--- config.mk ---
export PLATFORM = sky130hd
export DESIGN_NAME = seg_scan_ctrl
export DESIGN_NICKNAME = d
export VERILOG_FILES = /design/src/rtl/seg_pkg.sv /design/src/rtl/seg_decode.sv /design/src/rtl/seg_scan_ctrl.sv
export SDC_FILE = /design/constraint.sdc
export NUM_CORES = 1
export LEC_CHECK = 0
export ABC_AREA = 1
export CORE_MARGIN = 2
export CORE_UTILIZATION = 53
export DETAILED_ROUTE_END_ITERATION = 10
export GPL_ROUTABILITY_DRIVEN = 0
export GPL_TIMING_DRIVEN = 0
export PLACE_DENSITY = 0.85
export SLEW_MARGIN = 10
export SYNTH_ARGS = -nofsm -noshare
export SYNTH_HDL_FRONTEND = slang
export SYNTH_SLANG_ARGS = --single-unit
--- constraint.sdc ---
create_clock -name clk -period 2.3 [get_ports clk]
set_clock_uncertainty 0.1 [all_clocks]
set_input_delay 0.46 -clock clk [delete_from_list [all_inputs] [get_ports clk]]
set_output_delay 0.46 -clock clk [all_outputs]
set_load 0.03 [all_outputs]
--- src/rtl/seg_pkg.sv ---
// -----------------------------------------------------------------------------
// seg_pkg
// Shared constants for the seven-segment scan controller.
//   SEG_BLANK  : all segments off (active-low).
//   CODE_MINUS : digit code that renders a minus sign.
//   SEG_BIT_*  : bit positions inside the 8-bit segment bus (a..g, dp).
//   SEG_TABLE  : 16-entry code-to-glyph table, active-low, dp bit off.
//   seg_lookup : reads one glyph out of SEG_TABLE.
// -----------------------------------------------------------------------------
package seg_pkg;

  localparam logic [7:0] SEG_BLANK  = 8'hFF;
  localparam logic [3:0] CODE_MINUS = 4'd10;

  localparam int SEG_BIT_A  = 7;
  localparam int SEG_BIT_B  = 6;
  localparam int SEG_BIT_C  = 5;
  localparam int SEG_BIT_D  = 4;
  localparam int SEG_BIT_E  = 3;
  localparam int SEG_BIT_F  = 2;
  localparam int SEG_BIT_G  = 1;
  localparam int SEG_BIT_DP = 0;

  // Entry n sits at bits [8n+7:8n]. Codes 11..15 are blank glyphs; the
  // minus sign occupies the CODE_MINUS slot (10).
  localparam logic [127:0] SEG_TABLE = {
    8'hFF, 8'hFF, 8'hFF, 8'hFF, 8'hFF,  // 15..11
    8'hFD,                              // 10 minus
    8'h09, 8'h01, 8'h1F, 8'h41,         // 9..6
    8'h49, 8'h99, 8'h0D, 8'h25,         // 5..2
    8'h9F, 8'h03                        // 1..0
  };

  function automatic logic [7:0] seg_lookup(input logic [3:0] code);
    logic [6:0] base_v;
    base_v = {code, 3'b000};
    return SEG_TABLE[base_v +: 8];
  endfunction

endpackage

--- src/rtl/seg_decode.sv ---
// -----------------------------------------------------------------------------
// seg_decode
// Combinational digit decoder: 4-bit code plus decimal point to an active-low
// segment pattern.
//   code : digit code 0..15 (10 = minus, 11..15 = blank glyph)
//   dp   : 1 lights the decimal point
//   seg  : active-low segments, bit7..bit1 = a..g, bit0 = dp
// -----------------------------------------------------------------------------
module seg_decode
  import seg_pkg::*;
(
  input  logic [3:0] code,
  input  logic       dp,
  output logic [7:0] seg
);

  logic [7:0] raw_s;

  assign raw_s = seg_lookup(code);

  // Overlay the decimal point onto the looked-up glyph.
  always_comb begin
    seg = raw_s;
    if (dp) begin
      seg[SEG_BIT_DP] = 1'b0;
    end else begin
      seg[SEG_BIT_DP] = raw_s[SEG_BIT_DP];
    end
  end

endmodule

--- src/rtl/seg_scan_ctrl.sv ---
// -----------------------------------------------------------------------------
// seg_scan_ctrl
// Time-multiplexed scan controller for common-anode seven-segment digits on a
// shared segment bus. A full image is loaded through a valid/ready port into a
// pending buffer and copied to the active image only at a frame boundary, so
// a frame is never torn. Each digit slot is PRESCALE clocks long and starts
// with one dead cycle (all anodes off) to suppress ghosting.
//
// Parameters: NUM_DIGITS (1..8, index 0 = rightmost), PRESCALE (>= 2).
// Ports:
//   clk, rst_n   : clock, asynchronous active-low reset
//   load_valid   : image offered
//   load_ready   : pending buffer empty
//   load_digits  : nibble i = code of position i
//   load_dp      : decimal point per position
//   load_en      : position enable (0 = dark)
//   seg          : registered active-low segments (a..g, dp)
//   an           : registered active-low anodes
//   frame_done   : one-cycle pulse in the cycle after the frame wrap
//
// Optional feature macro: LEADING_ZERO_BLANK_EN -- when defined, leading
// zero digits (without dp) are blanked; the mask is captured whenever the
// pending image becomes active.
// -----------------------------------------------------------------------------
module seg_scan_ctrl
  import seg_pkg::*;
#(
  parameter int NUM_DIGITS = 4,
  parameter int PRESCALE   = 50000
) (
  input  logic                      clk,
  input  logic                      rst_n,
  input  logic                      load_valid,
  output logic                      load_ready,
  input  logic [4*NUM_DIGITS-1:0]   load_digits,
  input  logic [NUM_DIGITS-1:0]     load_dp,
  input  logic [NUM_DIGITS-1:0]     load_en,
  output logic [7:0]                seg,
  output logic [NUM_DIGITS-1:0]     an,
  output logic                      frame_done
);

  localparam int IDX_W = (NUM_DIGITS > 1) ? $clog2(NUM_DIGITS) : 1;
  localparam int PRE_W = $clog2(PRESCALE);
  localparam logic [PRE_W-1:0] PRE_LAST = PRE_W'(PRESCALE - 1);
  localparam logic [IDX_W-1:0] IDX_LAST = IDX_W'(NUM_DIGITS - 1);

  logic [PRE_W-1:0]          presc_r;
  logic [IDX_W-1:0]          idx_r;
  logic [4*NUM_DIGITS-1:0]   act_digits_r;
  logic [NUM_DIGITS-1:0]     act_dp_r;
  logic [NUM_DIGITS-1:0]     act_en_r;
  logic [4*NUM_DIGITS-1:0]   pend_digits_r;
  logic [NUM_DIGITS-1:0]     pend_dp_r;
  logic [NUM_DIGITS-1:0]     pend_en_r;
  logic                      pend_full_r;
  logic [7:0]                seg_r;
  logic [NUM_DIGITS-1:0]     an_r;
  logic                      frame_done_r;

  logic                      tick_s;
  logic                      wrap_s;
  logic                      accept_s;
  logic                      swap_s;
  logic [NUM_DIGITS-1:0]     blank_mask_s;
  logic [3:0]                code_s;
  logic                      dp_s;
  logic                      lit_s;
  logic [7:0]                dec_seg_s;
  logic [7:0]                seg_next_s;
  logic [NUM_DIGITS-1:0]     an_next_s;

  assign tick_s     = (presc_r == PRE_LAST);
  assign wrap_s     = tick_s && (idx_r == IDX_LAST);
  assign load_ready = ~pend_full_r;
  assign accept_s   = load_valid && ~pend_full_r;
  // A swap needs a full buffer, an accept needs an empty one: never both.
  assign swap_s     = wrap_s && pend_full_r;

  // Slot prescaler and digit index.
  always_ff @(posedge clk or negedge rst_n) begin
    if (!rst_n) begin
      presc_r <= '0;
      idx_r   <= '0;
    end else if (tick_s) begin
      presc_r <= '0;
      idx_r   <= (idx_r == IDX_LAST) ? '0 : idx_r + 1'b1;
    end else begin
      presc_r <= presc_r + 1'b1;
      idx_r   <= idx_r;
    end
  end

  // Pending image buffer: filled by the load port, drained at the boundary.
  always_ff @(posedge clk or negedge rst_n) begin
    if (!rst_n) begin
      pend_digits_r <= '0;
      pend_dp_r     <= '0;
      pend_en_r     <= '0;
      pend_full_r   <= 1'b0;
    end else if (swap_s) begin
      pend_full_r   <= 1'b0;
    end else if (accept_s) begin
      pend_digits_r <= load_digits;
      pend_dp_r     <= load_dp;
      pend_en_r     <= load_en;
      pend_full_r   <= 1'b1;
    end else begin
      pend_full_r   <= pend_full_r;
    end
  end

  // Active image: replaced only on the frame wrap.
  always_ff @(posedge clk or negedge rst_n) begin
    if (!rst_n) begin
      act_digits_r <= '0;
      act_dp_r     <= '0;
      act_en_r     <= '0;
    end else if (swap_s) begin
      act_digits_r <= pend_digits_r;
      act_dp_r     <= pend_dp_r;
      act_en_r     <= pend_en_r;
    end else begin
      act_digits_r <= act_digits_r;
      act_dp_r     <= act_dp_r;
      act_en_r     <= act_en_r;
    end
  end

`ifdef LEADING_ZERO_BLANK_EN
  logic [NUM_DIGITS-1:0] blank_next_s;
  logic [NUM_DIGITS-1:0] blank_r;

  // Leading-zero mask of the pending image, scanned from the top position
  // down; disabled positions neither blank nor end the leading run.
  always_comb begin
    logic stop_v;
    blank_next_s = '0;
    stop_v       = 1'b0;
    for (int i = NUM_DIGITS - 1; i >= 1; i--) begin
      if (stop_v) begin
        blank_next_s[i] = 1'b0;
      end else if (!pend_en_r[i]) begin
        blank_next_s[i] = 1'b0;
      end else if ((pend_digits_r[i*4 +: 4] == 4'd0) && !pend_dp_r[i]) begin
        blank_next_s[i] = 1'b1;
      end else begin
        blank_next_s[i] = 1'b0;
        stop_v          = 1'b1;
      end
    end
  end

  // Blank mask captured alongside the active image.
  always_ff @(posedge clk or negedge rst_n) begin
    if (!rst_n) begin
      blank_r <= '0;
    end else if (swap_s) begin
      blank_r <= blank_next_s;
    end else begin
      blank_r <= blank_r;
    end
  end

  assign blank_mask_s = blank_r;
`else
  assign blank_mask_s = '0;
`endif

  assign code_s = act_digits_r[{idx_r, 2'b00} +: 4];
  assign dp_s   = act_dp_r[idx_r];
  assign lit_s  = act_en_r[idx_r] && !blank_mask_s[idx_r];

  seg_decode u_decode (
    .code (code_s),
    .dp   (dp_s),
    .seg  (dec_seg_s)
  );

  // Next output pattern; the tick edge loads the dead cycle of the new slot.
  always_comb begin
    an_next_s  = '1;
    seg_next_s = SEG_BLANK;
    if (tick_s) begin
      an_next_s  = '1;
      seg_next_s = SEG_BLANK;
    end else if (lit_s) begin
      for (int i = 0; i < NUM_DIGITS; i++) begin
        an_next_s[i] = ~(idx_r == IDX_W'(i));
      end
      seg_next_s = dec_seg_s;
    end else begin
      an_next_s  = '1;
      seg_next_s = SEG_BLANK;
    end
  end

  // Registered outputs.
  always_ff @(posedge clk or negedge rst_n) begin
    if (!rst_n) begin
      seg_r        <= SEG_BLANK;
      an_r         <= '1;
      frame_done_r <= 1'b0;
    end else begin
      seg_r        <= seg_next_s;
      an_r         <= an_next_s;
      frame_done_r <= wrap_s;
    end
  end

  assign seg        = seg_r;
  assign an         = an_r;
  assign frame_done = frame_done_r;

endmodule
==> results.md, run 1 <==
- Die Outline Area: 0.00798 mm^2
- Routed WL: 7690 um
- Hold Path Class: register to register
- Worst VDD drop: 0.000419 V
- Chip width: 89.3 um
- Clk Latency, worst-skew pair: 0.36 ns
- Synth Area in Simple Gates: 26.4%
- First-pass GRT wire length: 13400 um
- CP required: 1.74 ns
- Critical Path AT: 1.64 ns
- Sw Ratio: 22.4%
- Comb power frac: 4.0%
- CTS tree: built
- Area leader, netlist: dfrtp_1
- Switching pwr: 0.616 mW
- Post-Synth Adder-Cell Area: 3.57%
- Root buffer cell: clkbuf_8
- Via-to-Cell Ratio: 5.24
- Hpwl dp: 5540 um
- Met3 GRT Util: 3.60%
- Io pins: 41
- Syn Area/Cell: 9.43 um^2
- Commonest non-fill, non-tap cells in the layout: nand2_1 (120), dfrtp_1 (68), clkdlybuf4s50_1 (39)
- Antenna violations before repair: 0
- Largest net degree at the start of global routing: 45
- Main combinational cell family by area after synthesis: simple AND/OR/NAND/NOR gates
- Initial Utilization: 54.1%
- Synth area leaders: dfrtp_1 (44%), nand2_1 (12%), dfstp_2 (8.2%)
- Iteration count of the initial detailed-routing pass: 5
- Multi-input logic area: 0.00156 mm^2
- TritonCTS buffer count: 9
- Tcrit/Tclk final: 95.8%
- Slew @ Worst Pin: 0.472 ns
- XOR/XNOR Fraction of Synth Area: 2.04%
- Worst setup EP type: output port
- Yosys warning count: 0
- M1 GR Usage: 28.1%
- Hold slack final: 0.384 ns
- Vias in the first global route: 2908
- RSZ-0062 raised after global routing: no
- Critical path startpoint category: register
- Port buffer count: 40
- Hold Vio Cnt, Final: 0
- Sequential Power Share: 53.3%
- Slew headroom: 68.6%
- Area grow syn2layout: 20.1%
- Seq/Total Area, Yosys: 52.3%
- H-tree depth: 3
- Yosys reg bits: 80
- Via count: 2967
- Compound-Gate Fraction of Synth Area: 1.46%
- Cell Chain, Critical Path: buf_4 > inv_1 > clkdlybuf4s50_1
- # diodes: 0
- Clock sinks: 80
- Post-synth cell types: 26
- Number of fill cells in the layout: 576
- Max_cap viols: 0
- FMAX: 0.454 GHz
- Nets@finish: 500
- Mux cell area share after synthesis: 7.00%
- Top cell type's share of synthesized area: 44.1%
- Die Y: 89.3 um
- P_int: 2.13 mW
- Overall power: 2.75 mW
- Max-slew violations: 0
- Fin util: 65.0%
- Syn nets: 447
- Initial DRC count: 176
- Final setup viols: 0
- Max incr delay on CP: 0.66 ns
- Site Rows: 31
- Core Area: 0.00714 mm^2
- Leak Pwr: 2.29 nW
- Synthesized area: 0.00386 mm^2
- Gr usage total: 22.0%
- Cells after synthesis: 409
- Slowest CP cell: clkdlybuf4s50_1
- Most common cell after layout, fill and taps aside: nand2_1
- Busiest layer in global routing: met2
- Share of cells above drive strength 1: 18.4%
- Total grt overflow: 0
- Kind of critical path: register to output port
- Sequential cell area: 0.00202 mm^2
- Met2 Usage GRT: 35.5%
- Post-route ant nets: 0
- Crit Path Max Fanout: 10
- Final min period: 2.20 ns
- Remaining DRCs: 0
- Outcome: complete, no violations
- Routed len/inst: 13.6 um
- Clock Power Share: 42.8%
- Power Density: 593 mW/mm^2
- CTS clk-pin slew, worst paths: 0.09 ns
- Maximum clock insertion buffer count: 2
## stage by stage
stage / TNS (ns) / cells / setup slack (ns) / cell area [um^2]
2_1_floorplan: 0 / 409 / 0.600 / 3860
3_5_place_dp: 0 / 549 / 0.320 / 4400
3_3_place_gp: -146.16 / 548 / -1.96 / 4380
6_report: 0 / 566 / 0.0969 / 4640
4_1_cts: 0 / 566 / 0.0863 / 4640
5_1_grt: 0 / 566 / 0.0407 / 4640
## cells by family (layout without fill, tap and decap cells)
family          count (synthesis)  count (layout)
flops                          80              80
fa+ha+maj                      11              11
simple gates                  225             225
buf+inv                        49             107
compound gates                 11              11
xor+xnor                        9               9
mux                            24              24
## area by class of cell
cell class                      count  share of cell area [%]
Sequential cell                    80                    43.5
Multi-Input combinational cell    280                    33.7
Timing Repair Buffer               42                    9.23
Buffer                             18                    3.54
Clock buffer                        9                    2.67
Tap cell                           99                    2.67
Inverter                           31                    2.51
Clock inverter                      7                    2.19
## power by group through the flow
stage                     Clock (mW)  Sequential, mW  Combinational [mW]
after global placement             0            1.49               0.102
after global routing            1.26            1.47               0.122
after floorplan                    0            1.48              0.0313
final                           1.18            1.46               0.109
after detailed placement           0            1.49               0.111
after CTS                       1.19            1.46               0.112
## synth_stat cells
master	n
buf_6	9
buf_4	7
nor3_1	1
xor2_1	9
a21oi_1	3
buf_2	2
nor2_4	2
inv_1	29
and2_1	1
inv_2	2
mux2_2	24
nor2_2	4
nand2_1	120
ha_1	11
nor2_1	30
nand3b_1	1
nand3_2	1
nand3_1	36
and2_4	1
nand2_2	3
o22ai_1	1
dfrtp_1	68
o21ai_0	7
nand4_4	1
nand4_1	24
dfstp_2	12
## what timing repair did
| item | in CTS | in global routing |
|---|---|---|
| gates resized for setup | 0 | 0 |
| hold buffers | 1 | 0 |
| endpoints found under the hold margin | 25 | 0 |
| setup buffers | 0 | 0 |
## worst paths after layout
kind | start | cells after the start | slack, ns | to
setup / recovery | pend_full_r | 3 | 0.1 | load_ready
hold / removal | act_dp_r[1] | 2 | 0.38 | act_dp_r[1]
setup reg to reg | idx_r[0] | 10 | 0.36 | seg[4]
hold reg to reg | act_dp_r[1] | 2 | 0.38 | act_dp_r[1]
max in group asynchronous | rst_n | 3 | 0.96 | seg[0]
min in group asynchronous | rst_n | 2 | 0.49 | presc_r[1]
## critical path: cells and delay by family, from the launching register on
family / cells / cell delay [ns]
buf+inv: 3 / 0.91
flops: 1 / 0.37
## routing by layer
layer,share of wire [%],routed length (um),vias up
met3,4.1,315,19
met5,0,0,-
met4,2.5,195,0
met2,49,3770,86
met1,44,3410,1424
li1,-,-,1438
## flip-flops by register name (all words and copies together) (netlist names)
signal	count
pend_full_r	1
seg	8
an	4
pend_digits_r	16
pend_en_r	4
presc_r	16
pend_dp_r	4
idx_r	2
act_dp_r	4
act_en_r	4
act_digits_r	16
frame_done	1
No activity file was read; power rests on OpenSTA's default activity.
==> run 2: changes to the inputs <==
--- a/config.mk
+++ b/config.mk
@@ -9,9 +9,10 @@
 export CORE_MARGIN = 2
 export CORE_UTILIZATION = 53
 export DETAILED_ROUTE_END_ITERATION = 10
+export DONT_BUFFER_PORTS = 1
 export GPL_ROUTABILITY_DRIVEN = 0
 export GPL_TIMING_DRIVEN = 0
-export PLACE_DENSITY = 0.85
+export PLACE_DENSITY_LB_ADDON = 0.2
 export SLEW_MARGIN = 10
 export SYNTH_ARGS = -nofsm -noshare
 export SYNTH_HDL_FRONTEND = slang
==> results.md, run 2 (synthesis gave the netlist of run 1 again) <==
- Outcome: complete, but fails checks
- Violated checks: hold timing
- Worst setup EP type: register
- Chip width: 89.3 um (unchanged)
- CTS clk-pin slew, worst paths: 0.09 ns (about the same)
- Core Area: 0.00714 mm^2 (unchanged)
- Final worst slack: 0.295 ns (+0.198 ns)
- CP required: 2.47 ns (+0.73 ns)
- Gr usage total: 20.3% (-1.7 points)
- H-tree depth: 3 (unchanged)
- FMAX: 0.499 GHz (+9.9%)
- Power Density: 633 mW/mm^2 (+6.7%)
- Hold Path Class: primary input to async pin
- Site Rows: 31 (unchanged)
- Top Registers: act_digits_r (16), pend_digits_r (16), presc_r (16)
- CTS tree: built
- Antenna violations before repair: 0 (unchanged)
- Most common cell after layout, fill and taps aside: nand2_1
- Root buffer cell: clkbuf_8
- Area grow syn2layout: 9.11%
- Tcrit/Tclk final: 87.2% (-8.6 points)
- Hold Vio Cnt, Final: 80 (+80)
- Max-slew violations: 0 (unchanged)
- Crit Path Max Fanout: 11 (+1)
- Routed WL: 7140 um (-7.1%)
- Overall power: 2.66 mW (-3.1%)
- Iteration count of the initial detailed-routing pass: 4 (-1)
- Max_cap viols: 0 (unchanged)
- Total grt overflow: 0 (unchanged)
- # diodes: 0 (unchanged)
- DP Worst Slack: 0.339 ns (+0.0188 ns)
- Kind of critical path: register to register
- Number of fill cells in the layout: 647 (+12%)
- PostCTS Resize Cnt: 0 (unchanged)
- Slew @ Worst Pin: 0.339 ns (-0.132 ns)
- Critical Path AT: 2.17 ns (+0.53 ns)
- Clock sinks: 80 (unchanged)
- Hpwl dp: 5120 um (-7.6%)
- Critical path startpoint category: register
- First-pass GRT wire length: 12200 um (-8.9%)
- Port buffer count: 0 (-100%)
- Io pins: 41 (unchanged)
- Routed len/inst: 13.6 um (+0.30%)
- Final min period: 2.00 ns (-0.198 ns)
- Remaining DRCs: 0 (unchanged)
- Die Y: 89.3 um (unchanged)
- Clk Latency, worst-skew pair: 0.35 ns (about the same)
- Post-CTS setup buffer count: 0 (unchanged)
- Slew headroom: 77.3% (+8.8 points)
- Commonest non-fill, non-tap cells in the layout: nand2_1 (120), dfrtp_1 (68), nand3_1 (36)
- TritonCTS buffer count: 9 (unchanged)
- Die Outline Area: 0.00798 mm^2 (unchanged)
- Hold slack final: -0.303 ns (-0.686 ns)
- Via count: 2631 (-11%)
- Total negative slack: 0 ns (unchanged)
- Final setup viols: 0 (unchanged)
- Initial Utilization: 54.1% (unchanged)
- Share of cells above drive strength 1: 19.8% (+1.3 points)
- RSZ-0062 raised after global routing: no
- Vias in the first global route: 2568 (-12%)
- Worst VDD drop: 0.000442 V (+5.3%)
- Maximum clock insertion buffer count: 2 (unchanged)
- Largest net degree at the start of global routing: 81 (+80%)
- Nets@finish: 458 (-8.4%)
- Initial DRC count: 118 (-33%)
- Post-route ant nets: 0 (unchanged)
- Leak Pwr: 2.12 nW (-7.4%)
- Via-to-Cell Ratio: 5.02 (-4.2%)
-- run 2: report_power, final --
| group | switching, mW | total, mW | internal, mW | leakage, nW |
|---|---|---|---|---|
| Sequential | 0.0196 | 1.46 | 1.44 | 1.04 |
| Clock | 0.521 | 1.17 | 0.647 | 0.113 |
| Combinational | 0.00816 | 0.0338 | 0.0257 | 0.969 |
| Total | 0.549 | 2.66 | 2.12 | 2.12 |
-- run 2: final cells by class --
cell class	count	area, um^2	share of cell area [%]
plain buffers	18	164	3.89
clock buffers	10	138	3.27
clock inverters	6	90.1	2.14
inverters	31	116	2.76
multi-input cells	280	1560	37.1
flip-flops and latches	80	2020	47.9
well taps	99	124	2.94
-- run 2: worst max-delay path: stages (launching register included) --
cell and delay [ns]:
dfrtp_1 0.39, buf_4 0.16, inv_1 0.08, buf_6 0.15, nand2_1 0.06, nand3_1 0.08, nand2_1 0.22, inv_1 0.10
ha_1 0.20, inv_1 0.06, nand3_1 0.11, nand3_1 0.12, nand3_1 0.08
-- run 2: worst paths after layout --
kind	startpoint	endpoint	slack [ns]	cells after the start
worst min register to register	presc_r[0]	presc_r[0]	0.38	1
worst max-delay path	idx_r[0]	seg[1]	0.30	12
worst min-delay path	rst_n	presc_r[12]	-0.30	0
min in group clk	load_digits[4]	pend_digits_r[4]	0.16	1
max in group asynchronous	rst_n	an[0]	2.19	0
worst max register to register	idx_r[0]	seg[1]	0.30	12
-- run 2: through the flow --
stage               cell area [um^2]  utilization (%)  std cells  hold WS, ns
floorplan                       3860                -        409       0.0644
global placement                3980             55.8        508       0.0667
detailed placement              3980             55.8        508       0.0665
CTS                             4210             59.0        524       -0.324
global route                    4210             59.0        524       -0.332
finish                          4210             59.0        524       -0.303
-- run 2: routing by layer --
layer	GRT usage [%]	vias to the layer above	wire length [um]
li1	-	1347	-
met1	28.3	1219	3480
met2	30.4	59	3230
met3	3.79	6	299
met4	10.0	0	125
met5	0	-	0
==> run 3: changes to the inputs <==
--- a/config.mk
+++ b/config.mk
@@ -6,8 +6,8 @@
 export NUM_CORES = 1
 export LEC_CHECK = 0
 export ABC_AREA = 1
-export CORE_MARGIN = 2
-export CORE_UTILIZATION = 53
+export CORE_MARGIN = 4
+export CORE_UTILIZATION = 54
 export DETAILED_ROUTE_END_ITERATION = 10
 export DONT_BUFFER_PORTS = 1
 export GPL_ROUTABILITY_DRIVEN = 0
==> constraint.sdc (replaced) <==
create_clock -name clk -period 2 [get_ports clk]
set_clock_uncertainty 0.1 [all_clocks]
set_input_delay 0.4 -clock clk [delete_from_list [all_inputs] [get_ports clk]]
set_output_delay 0.4 -clock clk [all_outputs]
set_load 0.03 [all_outputs]
==> results.md, run 3 (synthesis gave the netlist of run 1 again) <==
- Root buffer cell: clkbuf_8
- Overall power: 2.93 mW (+10%)
- Critical path startpoint category: register
- Die Y: 92.5 um (+3.6%)
- Post-route ant nets: 0 (unchanged)
- Area grow syn2layout: 9.34%
- Final setup viols: 0 (unchanged)
- Iteration count of the initial detailed-routing pass: 4 (unchanged)
- Max_cap viols: 0 (unchanged)
- Crit Path Max Fanout: 11 (unchanged)
- Kind of critical path: register to register
- Violated checks: hold timing
- Antenna violations before repair: 0 (unchanged)
- First-pass GRT wire length: 12700 um (+4.4%)
- Worst VDD drop: 0.000500 V (+13%)
- Port buffer count: 0 (unchanged)
- Largest net degree at the start of global routing: 81 (unchanged)
- Max-slew violations: 0 (unchanged)
- Routed len/inst: 13.9 um (+2.3%)
- Die Outline Area: 0.00856 mm^2 (+7.3%)
- Worst-case reg-to-reg path depth: 11 (-1)
- Share of cells above drive strength 1: 21.0% (+1.2 points)
- Worst setup EP type: register
- Power Density: 695 mW/mm^2 (+9.8%)
- Critical Path AT: 2.02 ns (-0.15 ns)
- Outcome: complete, but fails checks
- Routed WL: 7320 um (+2.5%)
- Worst r2r dst: seg[1]
- H-tree depth: 3 (unchanged)
- Site Rows: 30 (-3.2%)
- CTS tree: built
- Leak Pwr: 2.13 nW (+0.38%)
- Clk Latency, worst-skew pair: 0.35 ns (about the same)
- Non-Filler Instances: 525 (+0.19%)
- Commonest non-fill, non-tap cells in the layout: nand2_1 (118), dfrtp_1 (68), nand3_1 (36)
- CP required: 2.17 ns (-0.30 ns)
- Nets@finish: 462 (+0.87%)
- CP Launch Point: idx_r[0]
- Top Registers: act_digits_r (16), pend_digits_r (16), presc_r (16)
- Placed insts: 505 (-0.59%)
- Total grt overflow: 0 (unchanged)
- R2r startpoint: idx_r[0]
- Core Area: 0.00687 mm^2 (-3.8%)
- Slew @ Worst Pin: 0.293 ns (-0.0463 ns)
- Initial Utilization: 56.2% (+2.1 points)
- Gr usage total: 19.0% (-1.3 points)
- Hold Path Class: primary input to async pin
- Tcrit/Tclk final: 92.4% (+5.2 points)
- Most common cell after layout, fill and taps aside: nand2_1
- Setup crit end: seg[1]
- # diodes: 0 (unchanged)
- Hold Vio Cnt, Final: 80 (unchanged)
- CTS clk-pin slew, worst paths: 0.09 ns (about the same)
- Via count: 2737 (+4.0%)
- Maximum clock insertion buffer count: 2 (unchanged)
- Hold slack final: -0.362 ns (-0.0590 ns)
- Chip width: 92.5 um (+3.6%)
- R2R Setup Slk: 0.15 ns (-0.14 ns)
- Vias in the first global route: 2659 (+3.5%)
- Via-to-Cell Ratio: 5.21 (+3.8%)
- Slew headroom: 80.5% (+3.1 points)
- Remaining DRCs: 0 (unchanged)
- Initial DRC count: 142 (+20%)
- Final min period: 1.85 ns (-0.158 ns)
- Io pins: 41 (unchanged)
- TritonCTS buffer count: 9 (unchanged)
- Hpwl dp: 5150 um (+0.54%)
- FMAX: 0.541 GHz (+8.5%)
- Clock sinks: 80 (unchanged)
==> run 3: cell types whose count changed in the layout (fill, tap and decap cells not counted) <==
cell       before  now
buf_4           7   10
buf_6           9   10
bufinv_16       2    1
clkbuf_8       10    9
clkinv_4        0    1
inv_6           2    3
nand2_1       120  118
nand2_2         3    5
==> run 3: stage by stage <==
step	worst slack [ns]	area [um^2]	hold WS, ns	utilization (%)	TNS, ns
after global placement	0.119	3980	0.00667	57.9	0
after global routing	-0.0257	4220	-0.388	61.4	-0.0369
after detailed placement	0.0588	3980	0.00652	57.9	0
after CTS	0.0455	4180	-0.375	60.9	0
after floorplan	0.300	3860	0.00441	-	0
final	0.153	4220	-0.362	61.4	0
==> run 3: worst min path at each step <==
stage,slack [ns],end,cells after the start
after global placement,0.007,presc_r[7],0
final,-0.36,presc_r[7],0
after floorplan,0.004,act_digits_r[0],0
after global routing,-0.39,presc_r[7],0
after detailed placement,0.007,presc_r[7],0
after CTS,-0.38,presc_r[7],0
==> run 3: cell type report <==
cell class	instances	area [um^2]
plain buffers	18	168
repair buffers	4	30.0
well taps	96	120
inverters	31	116
clock buffers	9	124
fillers	600	2650
clock inverters	7	77.6
flip-flops and latches	80	2020
multi-input cells	280	1570
==> run 3: what timing repair did <==
item                                    CTS  global route
setup buffers                             0             4
hold endpoints to repair                 80            80
endpoints found under the setup margin    0             5
gates resized for setup                   0             3
==> run 3: metal layers <==
| metal | vias up | part of all wire, % | global-route usage, % |
|---|---|---|---|
| met5 | - | 0 | 0 |
| met4 | 0 | 1.8 | 8.29 |
| met3 | 11 | 3.8 | 4.14 |
| met2 | 49 | 45 | 28.9 |
| met1 | 1317 | 49 | 26.3 |
| li1 | 1360 | - | - |
==> run 3: report_power, final <==
group | leakage (nW) | internal, mW | switching, mW
logic | 0.990 | 0.0295 | 0.00917
clock network | 0.101 | 0.590 | 0.621
registers | 1.04 | 1.66 | 0.0217
==> run 3: critical path, cell delays in order, from the launching register on <==
cell	delay, ns
dfrtp_1	0.41
buf_6	0.15
inv_1	0.12
buf_6	0.16
nand2_1	0.06
nand3_1	0.07
nand2_1	0.14
ha_1	0.21
inv_1	0.06
nand3_1	0.10
nand3_1	0.11
nand3_1	0.08
